### src/rtl/pipeline_front_end_pkg.sv
// Shared MIPS core constants and the ID-stage control bundle type used by
// the front end, the decoder and the hazard unit.
package mips_pkg;

  localparam int          WIDTH_DEFAULT = 32;
  localparam int          CTRL_W        = 9;
  localparam int          PC_STEP       = 4;
  localparam logic [31:0] NOP_INSTR     = 32'h0000_0000;
  localparam logic [31:0] RESET_PC      = 32'h0000_0000;

  typedef logic [CTRL_W-1:0] ctrlBundle_t;

endpackage

### src/rtl/pipeline_front_end_if.sv
// Fetch-side bundle: hazard/branch inputs toward the front end and the
// registered PC, IF/ID, ID/EX and statistics outputs coming back.
interface pipeline_front_end_if #(
  parameter int WIDTH  = mips_pkg::WIDTH_DEFAULT,
  parameter int CTRL_W = mips_pkg::CTRL_W,
  parameter int CNT_W  = 16
);

  logic              pcHOLD;
  logic              IFIDRegHOLD;
  logic              controlMUX;
  logic              branchTaken;
  logic [WIDTH-1:0]  branchTarget;
  logic [WIDTH-1:0]  instrIn;
  logic [CTRL_W-1:0] ctrlIn;

  logic [WIDTH-1:0]  pc;
  logic [WIDTH-1:0]  ifidInstr;
  logic [WIDTH-1:0]  ifidPcPlus4;
  logic              ifidValid;
  logic [CTRL_W-1:0] idexCtrl;
  logic              idexValid;
  logic [CNT_W-1:0]  stallCount;
  logic [CNT_W-1:0]  flushCount;
  logic              stallError;
  logic              protocolError;

  modport master (
    output pcHOLD, IFIDRegHOLD, controlMUX, branchTaken, branchTarget, instrIn, ctrlIn,
    input  pc, ifidInstr, ifidPcPlus4, ifidValid, idexCtrl, idexValid,
    input  stallCount, flushCount, stallError, protocolError
  );

  modport slave (
    input  pcHOLD, IFIDRegHOLD, controlMUX, branchTaken, branchTarget, instrIn, ctrlIn,
    output pc, ifidInstr, ifidPcPlus4, ifidValid, idexCtrl, idexValid,
    output stallCount, flushCount, stallError, protocolError
  );

endinterface

### src/rtl/pipeline_front_end_sat_counter.sv
// Event counter that sticks at all-ones instead of wrapping.
module sat_counter #(
  parameter int WIDTH = 16
) (
  input  logic             clk,
  input  logic             rst_n,
  input  logic             inc,
  output logic [WIDTH-1:0] count
);

  always_ff @(posedge clk or negedge rst_n) begin
    if (!rst_n) begin
      count <= '0;
    end else if (inc && (count != '1)) begin
      count <= count + 1'b1;
    end
  end

endmodule

### src/rtl/pipeline_front_end.sv
// Fetch-side pipeline control: PC, IF/ID and ID/EX bubble registers driven by
// the hazard-unit stall handshake and branch flush, plus stall/flush monitoring.
module pipeline_front_end #(
  parameter int               WIDTH     = mips_pkg::WIDTH_DEFAULT,
  parameter int               CTRL_W    = mips_pkg::CTRL_W,
  parameter logic [WIDTH-1:0] RESET_PC  = WIDTH'(mips_pkg::RESET_PC),
  parameter int               MAX_STALL = 4,
  parameter int               CNT_W     = 16
) (
  input  logic                 clk,
  input  logic                 rst_n,
  pipeline_front_end_if.slave  bus
);

  import mips_pkg::NOP_INSTR;
  import mips_pkg::PC_STEP;

  localparam int             RUN_W     = $clog2(MAX_STALL + 2);
  localparam logic [RUN_W-1:0] RUN_LIMIT = RUN_W'(MAX_STALL + 1);

  logic [WIDTH-1:0]  pcReg;
  logic [WIDTH-1:0]  pcPlus4;
  logic [WIDTH-1:0]  ifidInstrReg;
  logic [WIDTH-1:0]  ifidPcPlus4Reg;
  logic              ifidValidReg;
  logic [CTRL_W-1:0] idexCtrlReg;
  logic              idexValidReg;
  logic [RUN_W-1:0]  stallRun;
  logic [RUN_W-1:0]  runNext;
  logic              stallErrorReg;
  logic              protocolErrorReg;
  logic              stallCycle;
  logic              holdsDisagree;
  logic [CNT_W-1:0]  stallCountW;
  logic [CNT_W-1:0]  flushCountW;

  assign pcPlus4       = pcReg + WIDTH'(PC_STEP);
  assign stallCycle    = bus.controlMUX && !bus.branchTaken;
  assign holdsDisagree = (bus.pcHOLD != bus.IFIDRegHOLD) || (bus.pcHOLD != bus.controlMUX);

  always_ff @(posedge clk or negedge rst_n) begin
    if (!rst_n) begin
      pcReg <= RESET_PC;
    end else if (bus.branchTaken) begin
      pcReg <= bus.branchTarget;
    end else if (!bus.pcHOLD) begin
      pcReg <= pcPlus4;
    end
  end

  // A flush squashes whatever was fetched this cycle; a hold keeps the slot as is.
  always_ff @(posedge clk or negedge rst_n) begin
    if (!rst_n) begin
      ifidInstr_reset: begin
        ifidInstrReg   <= '0;
        ifidPcPlus4Reg <= '0;
        ifidValidReg   <= 1'b0;
      end
    end else if (bus.branchTaken) begin
      ifidInstrReg   <= WIDTH'(NOP_INSTR);
      ifidPcPlus4Reg <= '0;
      ifidValidReg   <= 1'b0;
    end else if (!bus.IFIDRegHOLD) begin
      ifidInstrReg   <= bus.instrIn;
      ifidPcPlus4Reg <= pcPlus4;
      ifidValidReg   <= 1'b1;
    end
  end

  always_ff @(posedge clk or negedge rst_n) begin
    if (!rst_n) begin
      idexCtrlReg  <= '0;
      idexValidReg <= 1'b0;
    end else if (bus.branchTaken || bus.controlMUX || !ifidValidReg) begin
      idexCtrlReg  <= '0;
      idexValidReg <= 1'b0;
    end else begin
      idexCtrlReg  <= bus.ctrlIn;
      idexValidReg <= 1'b1;
    end
  end

  // Length of the current back-to-back stall run, pinned once it is over the limit.
  always_comb begin
    runNext = '0;
    if (stallCycle) begin
      runNext = (stallRun == RUN_LIMIT) ? stallRun : stallRun + 1'b1;
    end
  end

  always_ff @(posedge clk or negedge rst_n) begin
    if (!rst_n) begin
      stallRun         <= '0;
      stallErrorReg    <= 1'b0;
      protocolErrorReg <= 1'b0;
    end else begin
      stallRun <= runNext;
      if (runNext == RUN_LIMIT) begin
        stallErrorReg <= 1'b1;
      end
      if (holdsDisagree) begin
        protocolErrorReg <= 1'b1;
      end
    end
  end

  sat_counter #(.WIDTH(CNT_W)) stallCounter (
    .clk   (clk),
    .rst_n (rst_n),
    .inc   (stallCycle),
    .count (stallCountW)
  );

  sat_counter #(.WIDTH(CNT_W)) flushCounter (
    .clk   (clk),
    .rst_n (rst_n),
    .inc   (bus.branchTaken),
    .count (flushCountW)
  );

  assign bus.pc            = pcReg;
  assign bus.ifidInstr     = ifidInstrReg;
  assign bus.ifidPcPlus4   = ifidPcPlus4Reg;
  assign bus.ifidValid     = ifidValidReg;
  assign bus.idexCtrl      = idexCtrlReg;
  assign bus.idexValid     = idexValidReg;
  assign bus.stallCount    = stallCountW;
  assign bus.flushCount    = flushCountW;
  assign bus.stallError    = stallErrorReg;
  assign bus.protocolError = protocolErrorReg;

endmodule

### src/flat_wrapper.sv
// flat-port wrapper written by rule: the top's interface ports become plain ports
module pipeline_front_end_flat import mips_pkg::NOP_INSTR; import mips_pkg::PC_STEP;
#(
  parameter int               WIDTH     = mips_pkg::WIDTH_DEFAULT,
  parameter int               CTRL_W    = mips_pkg::CTRL_W,
  parameter logic [WIDTH-1:0] RESET_PC  = WIDTH'(mips_pkg::RESET_PC),
  parameter int               MAX_STALL = 4,
  parameter int               CNT_W     = 16
)
  (clk, rst_n, bus_pcHOLD, bus_IFIDRegHOLD, bus_controlMUX, bus_branchTaken, bus_branchTarget, bus_instrIn, bus_ctrlIn, bus_pc, bus_ifidInstr, bus_ifidPcPlus4, bus_ifidValid, bus_idexCtrl, bus_idexValid, bus_stallCount, bus_flushCount, bus_stallError, bus_protocolError);
  pipeline_front_end_if #(.WIDTH(WIDTH), .CTRL_W(CTRL_W), .CNT_W(CNT_W)) bus_i ();
  input  logic clk;
  input  logic rst_n;
  input wire logic [$bits(bus_i.pcHOLD)-1:0] bus_pcHOLD;
  input wire logic [$bits(bus_i.IFIDRegHOLD)-1:0] bus_IFIDRegHOLD;
  input wire logic [$bits(bus_i.controlMUX)-1:0] bus_controlMUX;
  input wire logic [$bits(bus_i.branchTaken)-1:0] bus_branchTaken;
  input wire logic [$bits(bus_i.branchTarget)-1:0] bus_branchTarget;
  input wire logic [$bits(bus_i.instrIn)-1:0] bus_instrIn;
  input wire logic [$bits(bus_i.ctrlIn)-1:0] bus_ctrlIn;
  output wire logic [$bits(bus_i.pc)-1:0] bus_pc;
  output wire logic [$bits(bus_i.ifidInstr)-1:0] bus_ifidInstr;
  output wire logic [$bits(bus_i.ifidPcPlus4)-1:0] bus_ifidPcPlus4;
  output wire logic [$bits(bus_i.ifidValid)-1:0] bus_ifidValid;
  output wire logic [$bits(bus_i.idexCtrl)-1:0] bus_idexCtrl;
  output wire logic [$bits(bus_i.idexValid)-1:0] bus_idexValid;
  output wire logic [$bits(bus_i.stallCount)-1:0] bus_stallCount;
  output wire logic [$bits(bus_i.flushCount)-1:0] bus_flushCount;
  output wire logic [$bits(bus_i.stallError)-1:0] bus_stallError;
  output wire logic [$bits(bus_i.protocolError)-1:0] bus_protocolError;
  assign bus_i.pcHOLD = bus_pcHOLD;
  assign bus_i.IFIDRegHOLD = bus_IFIDRegHOLD;
  assign bus_i.controlMUX = bus_controlMUX;
  assign bus_i.branchTaken = bus_branchTaken;
  assign bus_i.branchTarget = bus_branchTarget;
  assign bus_i.instrIn = bus_instrIn;
  assign bus_i.ctrlIn = bus_ctrlIn;
  assign bus_pc = bus_i.pc;
  assign bus_ifidInstr = bus_i.ifidInstr;
  assign bus_ifidPcPlus4 = bus_i.ifidPcPlus4;
  assign bus_ifidValid = bus_i.ifidValid;
  assign bus_idexCtrl = bus_i.idexCtrl;
  assign bus_idexValid = bus_i.idexValid;
  assign bus_stallCount = bus_i.stallCount;
  assign bus_flushCount = bus_i.flushCount;
  assign bus_stallError = bus_i.stallError;
  assign bus_protocolError = bus_i.protocolError;
  pipeline_front_end #(.WIDTH(WIDTH), .CTRL_W(CTRL_W), .RESET_PC(RESET_PC), .MAX_STALL(MAX_STALL), .CNT_W(CNT_W)) u_core (.clk(clk), .rst_n(rst_n), .bus(bus_i));
endmodule
### config.mk
export PLATFORM = sky130hd
export DESIGN_NAME = pipeline_front_end_flat
export DESIGN_NICKNAME = d
export VERILOG_FILES = /design/src/rtl/pipeline_front_end_pkg.sv /design/src/rtl/pipeline_front_end_if.sv /design/src/rtl/pipeline_front_end_sat_counter.sv /design/src/rtl/pipeline_front_end.sv /design/src/flat_wrapper.sv
export SDC_FILE = /design/constraint.sdc
export NUM_CORES = 1
export LEC_CHECK = 0
export ABC_AREA = 0
export BUFFER_PORTS_ARGS = -buffer_cell sky130_fd_sc_hd__buf_4
export CAP_MARGIN = 25
export CELL_PAD_IN_SITES_DETAIL_PLACEMENT = 1
export CELL_PAD_IN_SITES_GLOBAL_PLACEMENT = 2
export CORE_ASPECT_RATIO = 0.6
export CORE_MARGIN = 1.5
export CORE_UTILIZATION = 31
export DETAILED_ROUTE_END_ITERATION = 16
export PLACE_DENSITY_LB_ADDON = 0.1
export SYNTH_ARGS = -nofsm -noshare
export SYNTH_HDL_FRONTEND = slang
export SYNTH_SLANG_ARGS = --single-unit
export TNS_END_PERCENT = 100
### constraint.sdc
create_clock -name clk -period 2.9 [get_ports clk]
set_input_delay 0.435 -clock clk [delete_from_list [all_inputs] [get_ports clk]]
set_output_delay 0.435 -clock clk [all_outputs]
set_load 0.02 [all_outputs]
# ---- Yosys cells after proc, flatten, opt, wreduce, memory -nomap -nowiden
# Cells that the tools add are included.
dict set report op_classes {
  muxes 12
  eq_ne 8
  addsub 4
  n_reduce_logical 8
}
# cell count
set op_table {}
lappend op_table {{32-bit two-way mux} 6}
lappend op_table {{16-bit by 1-bit adder with 16-bit output (second input constant)} 2}
lappend op_table {{32-bit by 3-bit adder with 32-bit output (second input constant)} 1}
lappend op_table {{16-bit inequality test (second input constant)} 2}
lappend op_table {{9-bit two-way mux} 1}
lappend op_table {{3-bit == test (second input constant)} 2}
lappend op_table {{3-bit two-way mux} 2}
lappend op_table {{2-bit by 1-bit inequality test with 1-bit output (second input constant)} 2}
lappend op_table {{3-bit by 1-bit adder with 3-bit output (second input constant)} 1}
lappend op_table {{1-bit logical AND} 3}
lappend op_table {{1-bit logical OR} 3}
lappend op_table {{1-bit two-way mux} 3}
lappend op_table {{1-bit logical NOT} 2}
lappend op_table {{1-bit inequality test} 2}
dict set report word_totals {
  wordCells 43
  input_bits 79
  register_bits 144
}

# ---- Depth between registers and ports, before layout
dict set report logic_depth {
  ltp_word 4
  ltp_mapped 7
  mapped_depth_nobuf 6
}

# ---- Modules after synthesis
# A second synthesis with hierarchy kept.
dict set report hier_totals {
  cells_unflattened 702
  hier_area_um2 7234.4
}
# mod cells_each instances area_per_inst_um2
set by_module_without_submodules {}
lappend by_module_without_submodules {pipeline_front_end 558 1 5515.3}
lappend by_module_without_submodules {sat_counter 72 2 859.6}

# ---- Least setup slack after synthesis
# No wires, ideal clock.
dict set report synth_path {
  kind {register to register}
  from {register u_core.pcReg[2] (netlist: u_core.bus.pc[2])}
  to {register u_core.ifidPcPlus4Reg[30] (netlist: u_core.bus.ifidPcPlus4[30])}
  path_buffers 1
  setup_time_ns 0.099
  arrival_ns 2.301
  period_less_slack_ns 2.401
  stages_incl_launch_ff 7
  t_required_ns 2.801
  path_slack_ns 0.499
  path_cell_list {dfrtp_1 > ha_1 > nand3_2 > or4_1 > clkbuf_2 > or4_1 > a311oi_1}
}
dict set report synth_between {
  elab_chain_cells 3
}
# element line
set synth_lines {}
lappend synth_lines {{from (decl)} pipeline_front_end.sv:21} ;# logic [WIDTH-1:0] pcReg;
lappend synth_lines {{from (signal assigned)} pipeline_front_end.sv:45} ;# pcReg <= bus.branchTarget;
lappend synth_lines {{from (signal assigned)} pipeline_front_end.sv:47} ;# pcReg <= pcPlus4;
lappend synth_lines {{32-bit by 3-bit adder with 32-bit output} pipeline_front_end.sv:37} ;# assign pcPlus4 = pcReg + WIDTH'(PC_STEP);
lappend synth_lines {{32-bit two-way mux} pipeline_front_end.sv:63} ;# end else if (!bus.IFIDRegHOLD) begin
lappend synth_lines {{32-bit two-way mux} pipeline_front_end.sv:59} ;# end else if (bus.branchTaken) begin
lappend synth_lines {{to (signal assigned)} pipeline_front_end.sv:65} ;# ifidPcPlus4Reg <= pcPlus4;
lappend synth_lines {{to (decl)} pipeline_front_end.sv:24} ;# logic [WIDTH-1:0] ifidPcPlus4Reg;
# No other way between the ends. The select of a mux whose other input is x is not followed.
# A chain may end at the register's enable or synchronous reset.

# ---- Worst setup path after layout
dict set report layout_path {
  from {register u_core.pcReg[2] (netlist: u_core.bus.pc[2])}
  to {register u_core.ifidPcPlus4Reg[28] (netlist: u_core.bus.ifidPcPlus4[28])}
}
# Same word-level chain as after synthesis.

==> impl_results.md <==
* Status: completed
* CTS max path bufs at 2
* Cts hold-fix bufs at 0
* Main synth FF type: dfrtp_1
* Syn Area/Cell at roughly 10 sq um
* Req. time, crit path at 3.22 ns
* Reg2reg path depth at 5
* Seq/Total Area, Yosys at 0.514
* Core area at around 22000 sq um
* Share of post-route cells with drive strength above 1 at 0.307
* # resized after CTS at 0
* Global route total overflow at 0
* DRC violations left at 0
* Starting density of the core at 0.317
* Final Max Tran Viols at 0
* Worst reg2reg startpoint: u_core.bus.pc[2]
* Flops & latches, synth at between 100 and 150
* Max VDD drop at 0.410 mV
* CP peak stage delay at 0.81 ns
* Tot Pwr at between 5 and 6 mW
* Crit path DAT at slightly below 3 ns
* Chip Height at approximately 120 um
* Max_cap viols at 0
* Yosys warns at 0
* CTS H-tree lvls at 4
* I/O Buffers at roughly 220
* Post-synth EDFFs at 0
* Worst slew pin tran at 0.932 ns
* Critical Path End Type: register
* RSZ-0062 raised after global routing: false
* Largest net degree at the start of global routing at between 70 and 80
* CP Class: reg -> reg
* Diode count at 0
* Hpwl dp at 17400 um
* Relative slew slack at 0.378
* Routed via count at ~6300
* Most Frequent Cell on Critical Path: or4_1
* Setup tns final at 0 ns
* Period minus WS final at approximately 2.6 ns
* Vias per inst at approximately 5.2
* Hold Crit Class: in -> async
* Routed WL at about 24000 um
* Antenna Nets Post-Route at 0
* Area grow syn2layout at 36.6%
* Setup bufs post-CTS at 0
* Reg clk slew, reported paths at 0.06 ns
* Final design utilization at 0.433
* Crit-path max FO at 17
* Worst Skew at approximately 0.012 ns
* Setup crit start kind: register
* P per Cell Area at 609 nW/um^2
* Die area at roughly 24000 sq um
* Fin. Hold Viols at 0
* Rows at 42
* Fillcell total at about 2500
* First-pass GRT wire length at 37900 um
* FF-to-FF setup slack at ~0.26 ns
* Slowest CP cell: or4_1
* 1st-pass router iterations at 5
* Initial DRC count at between 200 and 300
* CTS Root Cell: clkbuf_16
* Total CTS buffers at 17
* Placer Congestion at a little over 0.8
* Leak Pwr at around 4.4 nW
* CP cell instances: ha_1 -> nand3_2 -> or4_1 -> or4_1 -> a311oi_1
* IO Count at between 200 and 250
* Total nets after synthesis at 775
* TritonCTS Sinks at 144
* Die X at around 200 um
* Number of global-route vias before repair at around 6600
* GR Util All Layers at 0.210
* Mapped cell area at 7010 sq um
* Period utilization at 0.912
* NumNets Final at just under 1000
* Reg-to-reg critical path endpoint: u_core.bus.ifidPcPlus4[28]
* Final setup viols at 0
* Clk_lat worst skew at 0.43 ns
* Ys async rst share at 1.00
* Mapped Cells at 691
* CTS tree: done
* Initial antenna violation count at 0
* Cell variety after synth at between 40 and 50
* Max Fclk at 378 MHz
* Routed len/inst at 19.5 um
==> power breakdown <==
group          switching (mW)  internal, mW
Sequential              0.260          2.21
Combinational           0.693         0.541
Clock                   0.923          1.20
Total                    1.88          3.95
==> worst max-delay path: cells and delay by family, from the launching register on <==
| family | cells | cell delay [ns] |
|---|---|---|
| and+or+nand+nor | 3 | 1.49 |
| adders and majority gates | 1 | 0.27 |
| DFF | 1 | 0.46 |
| AOI/OAI and AO/OA | 1 | 0.31 |
==> cell usage after synthesis (3+ instances only) <==
cell,instances,area [sq um]
o31ai_1,16,120
clkbuf_1,27,101
or3_1,15,93.8
a21oi_1,12,60.1
a311oi_1,14,123
buf_2,6,30.0
o21ai_0,27,135
nand2b_1,3,18.8
a31oi_1,12,75.1
nand3_1,22,110
xor2_1,30,263
ha_1,5,62.6
and4_1,4,35.0
or2_2,3,18.8
inv_1,10,37.5
and3_1,6,37.5
nand2_1,48,180
nor3_1,9,45.0
a211oi_1,13,97.6
o211a_1,3,30.0
nor3b_1,3,22.5
nand4_1,21,131
or4_1,24,180
dfrtp_1,144,3600
nor2_1,84,315
buf_1,10,37.5
mux2i_1,37,370
and2_1,10,62.6
o211ai_1,4,30.0
xnor2_1,23,201
nor2b_1,4,25.0
nor4_1,13,81.3
mux2_2,6,67.6
==> registers in the layout, indices dropped and copies added, names as in the netlist, 3 cells and up <==
| signal | flops |
|---|---|
| u_core.bus.idexCtrl | 9 |
| u_core.bus.ifidInstr | 32 |
| u_core.bus.ifidPcPlus4 | 32 |
| u_core.bus.pc | 32 |
| u_core.flushCounter.count | 16 |
| u_core.stallCounter.count | 16 |
| u_core.stallRun | 3 |
==> per-stage QoR <==
| stage | cell area (sq um) | std cells | hold WS, ns | worst slack, ns |
|---|---|---|---|---|
| finish | 9570 | 1222 | 0.00601 | 0.256 |
| global route | 9570 | 1222 | 0.0484 | 0.0937 |
| CTS | 9550 | 1221 | 0.0334 | 0.249 |
| detailed placement | 8990 | 1189 | 0.454 | 0.262 |
| global placement | 8990 | 1189 | 0.442 | 0.389 |
| floorplan | 7010 | 691 | 0.139 | 0.499 |
==> how the worst max path moves through the flow <==
| stage | end | slack [ns] | from |
|---|---|---|---|
| floorplan | u_core.bus.ifidPcPlus4[30] | 0.50 | u_core.bus.pc[2] |
| global placement | u_core.bus.ifidPcPlus4[30] | 0.39 | u_core.bus.pc[2] |
| detailed placement | u_core.bus.ifidPcPlus4[30] | 0.26 | u_core.bus.pc[2] |
| CTS | u_core.bus.ifidPcPlus4[28] | 0.25 | u_core.bus.pc[2] |
| global route | u_core.bus.ifidPcPlus4[28] | 0.09 | u_core.bus.pc[2] |
| finish | u_core.bus.ifidPcPlus4[28] | 0.26 | u_core.bus.pc[2] |
==> cell families after synthesis <==
kind of cell             after synthesis  share of synthesized area
AND/OR/NAND/NOR                      279                      0.208
flip-flops                           144                      0.514
AO/OA/AOI/OAI                        112                      0.109
buffers and inverters                 55                     0.0309
XOR/XNOR                              53                     0.0662
multiplexers                          43                     0.0625
adder cells (fa/ha/maj)                5                    0.00893
==> per-layer routing <==
layer,global-route usage,vias up,wire length (um)
li1,-,2945,-
met1,0.297,3202,11400
met2,0.301,161,10300
met3,0.0736,20,1730
met4,0.0615,0,355
met5,0,-,0
==> placed cells by master (no fill, tap or decap), types with 12 or more instances in the layout <==
| cell | synthesis | layout |
|---|---|---|
| a21oi_1 | 12 | 12 |
| o31ai_1 | 16 | 16 |
| or3_1 | 15 | 15 |
| nor4_1 | 13 | 13 |
| nand3_1 | 22 | 22 |
| nor2_1 | 84 | 84 |
| a31oi_1 | 12 | 12 |
| dfrtp_1 | 144 | 144 |
| clkbuf_16 | 0 | 17 |
| a211oi_1 | 13 | 13 |
| nand4_1 | 21 | 21 |
| buf_4 | 0 | 233 |
| nand2_1 | 48 | 48 |
| mux2i_1 | 37 | 37 |
| o21ai_0 | 27 | 27 |
| or4_1 | 24 | 24 |
| a311oi_1 | 14 | 14 |
| xor2_1 | 30 | 30 |
| xnor2_1 | 23 | 23 |
==> cell type report <==
type	instances	area [sq um]	share of cell area
Clock buffer	19	443	0.0463
Clock inverter	13	115	0.0120
Inverter	10	37.5	0.00392
Multi-Input combinational cell	492	3190	0.333
Sequential cell	144	3600	0.376
Tap cell	308	385	0.0403
Timing Repair Buffer	236	1800	0.188
(Power assumes the default switching activity.)
